`config.mk`:
```
export PLATFORM = sky130hd
export DESIGN_NAME = status_reg
export DESIGN_NICKNAME = d
export VERILOG_FILES = /design/src/rtl/cpu_pkg.sv /design/src/rtl/sync2.sv /design/src/rtl/status_reg.sv
export SDC_FILE = /design/constraint.sdc
export NUM_CORES = 1
export LEC_CHECK = 0
export BUFFER_PORTS_ARGS = -buffer_cell sky130_fd_sc_hd__buf_2
export CORE_MARGIN = 1
export CORE_UTILIZATION = 43
export CTS_BUF_LIST = sky130_fd_sc_hd__clkbuf_8
export CTS_CLUSTER_DIAMETER = 50
export DETAILED_ROUTE_END_ITERATION = 7
export PLACE_DENSITY = 0.9
export SLEW_MARGIN = 20
export SYNTH_ARGS = -nofsm -noshare
export SYNTH_HDL_FRONTEND = slang
export SYNTH_SLANG_ARGS = --single-unit
```
`constraint.sdc`:
```
create_clock -name clk -period 2.35 [get_ports clk]
set_clock_uncertainty 0.1 [all_clocks]
set_input_delay 0 -clock clk [delete_from_list [all_inputs] [get_ports clk]]
set_output_delay 0 -clock clk [all_outputs]
set_load 0.01 [all_outputs]
```
`src/rtl/cpu_pkg.sv`:
```
// Shared 6502 status-register definitions: P bit positions, flag instruction
// and branch condition encodings.
package cpu_pkg;

  localparam int FLAG_N = 7;
  localparam int FLAG_V = 6;
  localparam int FLAG_B = 4;
  localparam int FLAG_D = 3;
  localparam int FLAG_I = 2;
  localparam int FLAG_Z = 1;
  localparam int FLAG_C = 0;

  typedef enum logic [2:0] {
    FOP_NONE = 3'd0,
    FOP_SEC  = 3'd1,
    FOP_CLC  = 3'd2,
    FOP_SEI  = 3'd3,
    FOP_CLI  = 3'd4,
    FOP_SED  = 3'd5,
    FOP_CLD  = 3'd6,
    FOP_CLV  = 3'd7
  } flag_op_t;

  typedef enum logic [2:0] {
    BR_BPL = 3'd0,
    BR_BMI = 3'd1,
    BR_BVC = 3'd2,
    BR_BVS = 3'd3,
    BR_BCC = 3'd4,
    BR_BCS = 3'd5,
    BR_BNE = 3'd6,
    BR_BEQ = 3'd7
  } br_sel_t;

endpackage

```
`src/rtl/sync2.sv`:
```
// Two-flop synchroniser for asynchronous active-low lines; resets to the
// inactive (high) level so nothing looks asserted coming out of reset.
module sync2 (
  input  logic clk,
  input  logic rst_n,
  input  logic d_i,
  output logic q_o
);

  logic meta_q;
  logic sync_q;

  always_ff @(posedge clk or negedge rst_n) begin
    if (!rst_n) begin
      meta_q <= 1'b1;
      sync_q <= 1'b1;
    end else begin
      meta_q <= d_i;
      sync_q <= meta_q;
    end
  end

  assign q_o = sync_q;

endmodule

```
`src/rtl/status_reg.sv`:
```
// 6502 processor status register: flag capture/set/clear/load, PHP image,
// branch condition select, and synchronised IRQ/NMI request generation.
module status_reg
  import cpu_pkg::*;
(
  input  logic       clk,
  input  logic       rst_n,
  input  logic       alu_zero,
  input  logic       alu_negative,
  input  logic       alu_overflow,
  input  logic       alu_c_out,
  input  logic [3:0] upd_mask,
  input  logic [2:0] flag_op,
  input  logic       p_load,
  input  logic [7:0] p_in,
  input  logic       set_i,
  input  logic       push_brk,
  output logic [7:0] p_out,
  output logic       c_flag,
  output logic       d_flag,
  output logic       i_flag,
  input  logic [2:0] br_sel,
  output logic       br_taken,
  input  logic       irq_n,
  input  logic       nmi_n,
  input  logic       nmi_ack,
  output logic       irq_pending,
  output logic       nmi_pending
);

  logic n_q, v_q, d_q, i_q, z_q, c_q;
  logic n_d, v_d, d_d, i_d, z_d, c_d;
  logic irq_sync, nmi_sync;
  logic nmi_dly_q, nmi_latch_q, nmi_latch_d;
  logic nmi_edge;
  flag_op_t fop;
  logic unused_p_in;

  assign fop         = flag_op_t'(flag_op);
  assign unused_p_in = ^p_in[5:4];

  // Priority per flag: p_load, then set_i (I only), then flag_op, then ALU capture.
  always_comb begin
    n_d = n_q;
    v_d = v_q;
    d_d = d_q;
    i_d = i_q;
    z_d = z_q;
    c_d = c_q;
    if (p_load) begin
      n_d = p_in[FLAG_N];
      v_d = p_in[FLAG_V];
      d_d = p_in[FLAG_D];
      i_d = p_in[FLAG_I];
      z_d = p_in[FLAG_Z];
      c_d = p_in[FLAG_C];
    end else begin
      if (upd_mask[3]) n_d = alu_negative;

      if (fop == FOP_CLV)   v_d = 1'b0;
      else if (upd_mask[2]) v_d = alu_overflow;

      if (fop == FOP_SED)      d_d = 1'b1;
      else if (fop == FOP_CLD) d_d = 1'b0;

      if (set_i || fop == FOP_SEI) i_d = 1'b1;
      else if (fop == FOP_CLI)     i_d = 1'b0;

      if (upd_mask[1]) z_d = alu_zero;

      if (fop == FOP_SEC)      c_d = 1'b1;
      else if (fop == FOP_CLC) c_d = 1'b0;
      else if (upd_mask[0])    c_d = alu_c_out;
    end
  end

  always_ff @(posedge clk or negedge rst_n) begin
    if (!rst_n) begin
      n_q <= 1'b0;
      v_q <= 1'b0;
      d_q <= 1'b0;
      i_q <= 1'b1;
      z_q <= 1'b0;
      c_q <= 1'b0;
    end else begin
      n_q <= n_d;
      v_q <= v_d;
      d_q <= d_d;
      i_q <= i_d;
      z_q <= z_d;
      c_q <= c_d;
    end
  end

  always_comb begin
    p_out         = 8'h20;
    p_out[FLAG_N] = n_q;
    p_out[FLAG_V] = v_q;
    p_out[FLAG_B] = push_brk;
    p_out[FLAG_D] = d_q;
    p_out[FLAG_I] = i_q;
    p_out[FLAG_Z] = z_q;
    p_out[FLAG_C] = c_q;
  end

  assign c_flag = c_q;
  assign d_flag = d_q;
  assign i_flag = i_q;

  always_comb begin
    br_taken = 1'b0;
    case (br_sel_t'(br_sel))
      BR_BPL: br_taken = ~n_q;
      BR_BMI: br_taken = n_q;
      BR_BVC: br_taken = ~v_q;
      BR_BVS: br_taken = v_q;
      BR_BCC: br_taken = ~c_q;
      BR_BCS: br_taken = c_q;
      BR_BNE: br_taken = ~z_q;
      BR_BEQ: br_taken = z_q;
      default: br_taken = 1'b0;
    endcase
  end

  sync2 u_irq_sync (
    .clk  (clk),
    .rst_n(rst_n),
    .d_i  (irq_n),
    .q_o  (irq_sync)
  );

  sync2 u_nmi_sync (
    .clk  (clk),
    .rst_n(rst_n),
    .d_i  (nmi_n),
    .q_o  (nmi_sync)
  );

  assign irq_pending = ~irq_sync & ~i_q;

  // A new edge beats a same-cycle ack so a back-to-back NMI is never lost.
  assign nmi_edge = nmi_dly_q & ~nmi_sync;

  always_comb begin
    nmi_latch_d = nmi_latch_q;
    if (nmi_edge)     nmi_latch_d = 1'b1;
    else if (nmi_ack) nmi_latch_d = 1'b0;
  end

  always_ff @(posedge clk or negedge rst_n) begin
    if (!rst_n) begin
      nmi_dly_q   <= 1'b1;
      nmi_latch_q <= 1'b0;
    end else begin
      nmi_dly_q   <= nmi_sync;
      nmi_latch_q <= nmi_latch_d;
    end
  end

  assign nmi_pending = nmi_latch_q;

endmodule
```
# Word level (Yosys, flattened, before mapping)
# Cells that the tools add are included.
word_totals:
  regBits: 12
  in_bits: 30
classes:
  bitwise: 9
  n_mux: 20
  n_eq_ne: 14
  reduce_logical: 9
op_table:
  columns: ["cell", "n"]
  rows:
  - ["== test 3 bit (second input constant)", 8]
  - ["2-to-1 mux 1 bit", 19]
  - ["== test 3 x 2 -> 1 bit (second input constant)", 4]
  - ["nonzero test 3 bit", 3]
  - ["case mux 1 bit (8 select lines)", 1]
  - ["inverter 1 bit", 7]
  - ["== test 3 x 1 -> 1 bit (second input constant)", 2]
  - ["nonzero test 2 bit", 3]
  - ["nonzero test 4 bit", 1]
  - ["zero test 3 bit", 1]
  - ["AND 1 bit", 2]
  - ["logical OR 1 bit", 1]

# Depth between registers and ports, before layout
logic_depth:
  word_depth: 4
  depth_mapped: 3
  depth_no_buf: 3

# Modules after synthesis
# Synthesis repeated with hierarchy kept, for this count alone.
unflattened:
  hier_cells: 53
  hier_area_um2: 588.1
by_module_without_submodules:
  columns: ["module", "n_inst", "cells_each", "area_each_um2"]
  rows:
  - ["status_reg", 1, 49, 483.0]
  - ["sync2", 2, 2, 52.6]

# Worst setup path after synthesis
# OpenSTA, ideal clock, no wires.
synth_timing:
  path_type: "register to output"
  start: "register c_q (netlist: c_flag)"
  end: "output br_taken"
  n_path_buf: 0
  t_arrival_ns: 1.132
  path_stages_with_launch: 3
  path_slack_ns: 1.118
  cell_sequence: "dfrtp_1 mux4_2 xnor2_1"
synth_between:
  elab_chain_len: 2
synth_rtl:
  columns: ["item", "line_no", "source"]
  rows:
  - ["start: declaration", "status_reg.sv:31", "logic n_q, v_q, d_q, i_q, z_q, c_q;"]
  - ["start signal: assignment", "status_reg.sv:84", "c_q <= 1'b0;"]
  - ["start signal: assignment", "status_reg.sv:91", "c_q <= c_d;"]
  - ["inverter 1 bit", "status_reg.sv:117", "BR_BCC: br_taken = ~c_q;"]
  - ["case mux 1 bit (8 select lines) *", "status_reg.sv:112", "case (br_sel_t'(br_sel))"]
  - ["end: declaration", "status_reg.sv:23", "output logic br_taken,"]
# Mark *: on every way between the ends. The rest lies on a longest branch, timed or not.

# Worst setup path after layout
layout_timing:
  start: "input p_in[1]"
  end: "register z_q"
layout_between:
  elab_chain_len: 1
layout_rtl:
  columns: ["item", "line_no", "source"]
  rows:
  - ["start: declaration", "status_reg.sv:15", "input logic [7:0] p_in,"]
  - ["2-to-1 mux 1 bit", "status_reg.sv:50", "if (p_load) begin"]
  - ["end signal: assignment", "status_reg.sv:90", "z_q <= z_d;"]
  - ["end: declaration", "status_reg.sv:31", null]
# No other way between the ends.
# A chain may end at the register's enable or synchronous reset.

==> results.yml <==
placed_design:
  gp_congestion: 0.6985
  place.detailed.hpwl_um: 788.2
  port_buffers: 38
power_and_ir_drop:
  swShare_pct: 24.10
  totalPowerFinal_mw: 0.5439
  clockPowerShare_pct: 33.6
  power.switching_mw: 0.1311
  power-per-cell-area_nw_per_um2: 575.0
  seq_power_share_pct: 43.6
  ir_drop_mv: 0.5189
  internal_power_mw: 0.4129
  combinationalPowerShare_pct: 22.8
  leakage_nw: 0.4780
clock_tree:
  cts_setup_buffers: 0
  clockRootBuffer: "clkbuf_8"
  clkSinkCount: 12
  clock_latency_ps: 240
  numCtsBuffers: 3
  clkSlewWorstSetupHoldPaths_ps: 50
  cts_tree: "yes"
  clk_path_buf_depth: 2
  htreeDepth: 1
worst_setup_path:
  worstPathMaxFanout: 1
  critPathLaunchType: "input pin"
  setup.worst_path.end_class: "flip-flop"
  cpMostUsedCell: "dlygate4sd3_1"
  slowest_stage: "dlygate4sd3_1"
  critPathRequiredTime_ps: 2370
  cpPeakStageDelay_ps: 580
  critPathKind: "input pin to flip-flop"
  path_cells: "dlygate4sd3_1 > buf_2 > nand2_1 > dlygate4sd3_1 > o21ai_0 > dlygate4sd3_1"
  path_delay_family: "buffers and inverters"
  path_buf_inv: 4
  cp.arrival_ps: 1940
route:
  drtIter0Drc: 13
  wire_per_inst_um: 12.03
  drc: 0
  vias_per_cell: 4.889
  wl_mm: 1.407
  drt.antenna.violating_nets: 0
  dr.pass1.iters: 5
  vias: 572
floorplanning:
  dieHeight_um: 38.98
  die_area_um2: 1519
  initial_core_util_pct: 49.58
  die_w_um: 38.98
  core_um2: 1186
  num_rows: 12
  ios: 44
global_route:
  antenna_found_initial: 0
  grt.total_usage_pct: 22.66
  grt_start_max_net_pins: 13
  grt_pass1_vias: 531
  grt_pass1_wl_mm: 2.152
  grt_overflow: 0
synthesis:
  synth_area_um2: 588.1
  yosysSeqAreaShare_pct: 52.34
  syn_area_per_cell_um2: 11.10
  synthCells: 53
  ys_ff_latch: 12
  yosysWarnings: 0
  synth_nets: 83
  synthDistinctLibCells: 21
sta:
  fmax_ghz: 0.5207
  min_period_over_period_pct: 81.72
  rsz0062_at_grt: "false"
  setup_viol: 0
  finalSetupTns_ps: 0
  hold_viol_final: 0
  drv_slew: 0
  finalCriticalPeriod_ps: 1920
run:
  cap_violations: 0
cells_and_area:
  fillCellCount: 86
  nNetsFinal: 134
  area_growth_pct: 60.85
  antenna_cells: 0
  drive_gt1_share_pct: 46.60
hold_path:
  hold_class: "input pin to flip-flop"
outcome:
  outcome: "completed"
## Yosys cell counts
library cell,number,area [um2]
a21boi_0,1,7.510
mux4_2,1,22.52
o22ai_1,1,6.260
dfstp_2,6,157.7
nand2_1,3,11.26
mux2i_1,4,40.04
a21o_1,1,7.510
buf_4,8,60.06
o21ai_0,4,20.02
a22o_1,1,8.760
o31ai_1,1,7.510
xnor2_1,1,8.760
a21oi_1,4,20.02
nand2b_1,3,18.77
buf_2,1,5.000
dfrtp_1,6,150.1
inv_1,2,7.510
o31a_1,1,8.760
conb_1,1,3.750
nor2_1,2,7.510
a311oi_1,1,8.760
## path summary, 6_finish.rpt
kind                              startpoint        endpoint  slack [ps]  cells after the start
setup / recovery                     p_in[1]             z_q         430                      6
hold / removal                    flag_op[1]          c_flag          20                      3
setup reg to reg                      i_flag          i_flag         730                      4
hold reg to reg            u_nmi_sync.meta_q  u_nmi_sync.q_o         250                      0
max in group asynchronous              rst_n  u_nmi_sync.q_o        1800                      2
min in group asynchronous              rst_n          d_flag          70                      2
## routing by layer
| layer | GRT usage, % | vias to the layer above | wire, um |
|---|---|---|---|
| met1 | 23.16 | 246 | 524 |
| met5 | 0 | - | 0 |
| li1 | - | 277 | - |
| met2 | 42.50 | 47 | 731 |
| met3 | 8.671 | 2 | 144 |
| met4 | 5.172 | 0 | 6 |
## layout make-up
cell class	count	area [um2]	area share (%)
multi-input combinational	30	207.7	21.96
tap	14	17.52	1.852
clock inverter	1	3.754	0.3968
inverter	2	7.507	0.7937
timing repair buffer	55	360.3	38.10
sequential	12	307.8	32.54
clock buffer	3	41.29	4.365
## cell families (layout without fill, tap and decap cells)
kind of cell	Yosys count	in the layout	synth area share, %
AOI/OAI and AO/OA	15	15	16.17
DFF	12	12	52.34
buffers and inverters	11	61	12.34
and+or+nand+nor	8	8	6.384
muxes	5	5	10.64
other	1	1	0.6377
xor gates and xnor gates	1	1	1.490
## per-stage QoR
| step | std cells | worst slack (ps) | instance area [um2] | util [%] | hold WS, ps |
|---|---|---|---|---|---|
| 4_1_cts | 117 | 526.8 | 945.9 | 79.75 | 13.31 |
| 2_1_floorplan | 53 | 1118 | 588.1 | - | -395.6 |
| 3_5_place_dp | 96 | 1109 | 730.7 | 61.60 | -215.0 |
| 3_3_place_gp | 96 | 1130 | 730.7 | 61.60 | -221.0 |
| 5_1_grt | 117 | 391.4 | 945.9 | 79.75 | 25.01 |
| 6_report | 117 | 429.7 | 945.9 | 79.75 | 18.48 |
## flip-flops by register name (all words and copies together) (netlist names)
| signal | count |
|---|---|
| nmi_dly_q | 1 |
| u_nmi_sync.q_o | 1 |
| i_flag | 1 |
| v_q | 1 |
| d_flag | 1 |
| u_irq_sync.meta_q | 1 |
| z_q | 1 |
| n_q | 1 |
| c_flag | 1 |
| nmi_pending | 1 |
| u_nmi_sync.meta_q | 1 |
| u_irq_sync.q_o | 1 |
## placed cells by master, fill, tap and decap left out
cell type,synthesis,final
a21oi_1,4,4
a21boi_0,1,1
nand2b_1,3,3
nor2_1,2,2
buf_2,1,38
xnor2_1,1,1
inv_1,2,3
conb_1,1,1
nand2_1,3,3
mux4_2,1,1
dlygate4sd3_1,0,17
clkbuf_8,0,3
o22ai_1,1,1
o31ai_1,1,1
a311oi_1,1,1
dfstp_2,6,6
dfrtp_1,6,6
a22o_1,1,1
o21ai_0,4,4
o31a_1,1,1
mux2i_1,4,4
a21o_1,1,1
## power groups by stage
stage | sequential [mW] | combinational, mW | clock (mW)
detailed placement | 0.240 | 0.0955 | 0
global route | 0.239 | 0.137 | 0.201
global placement | 0.239 | 0.0932 | 0
floorplan | 0.242 | 0.0573 | 0
CTS | 0.237 | 0.121 | 0.188
finish | 0.237 | 0.124 | 0.183
## worst register-to-register path, cell delays in order, from the launching register on
cell and delay, ps:
dfstp_2 550, o21ai_0 90, a21oi_1 140, o31a_1 130, dlygate4sd3_1 550
## timing repair
| action | 4_1_cts | 5_1_grt |
|---|---|---|
| hold endpoints to repair | 22 | 0 |
| gates resized for setup | 0 | 0 |
| hold buffers | 17 | 0 |
No activity file was read; power rests on OpenSTA's default activity.
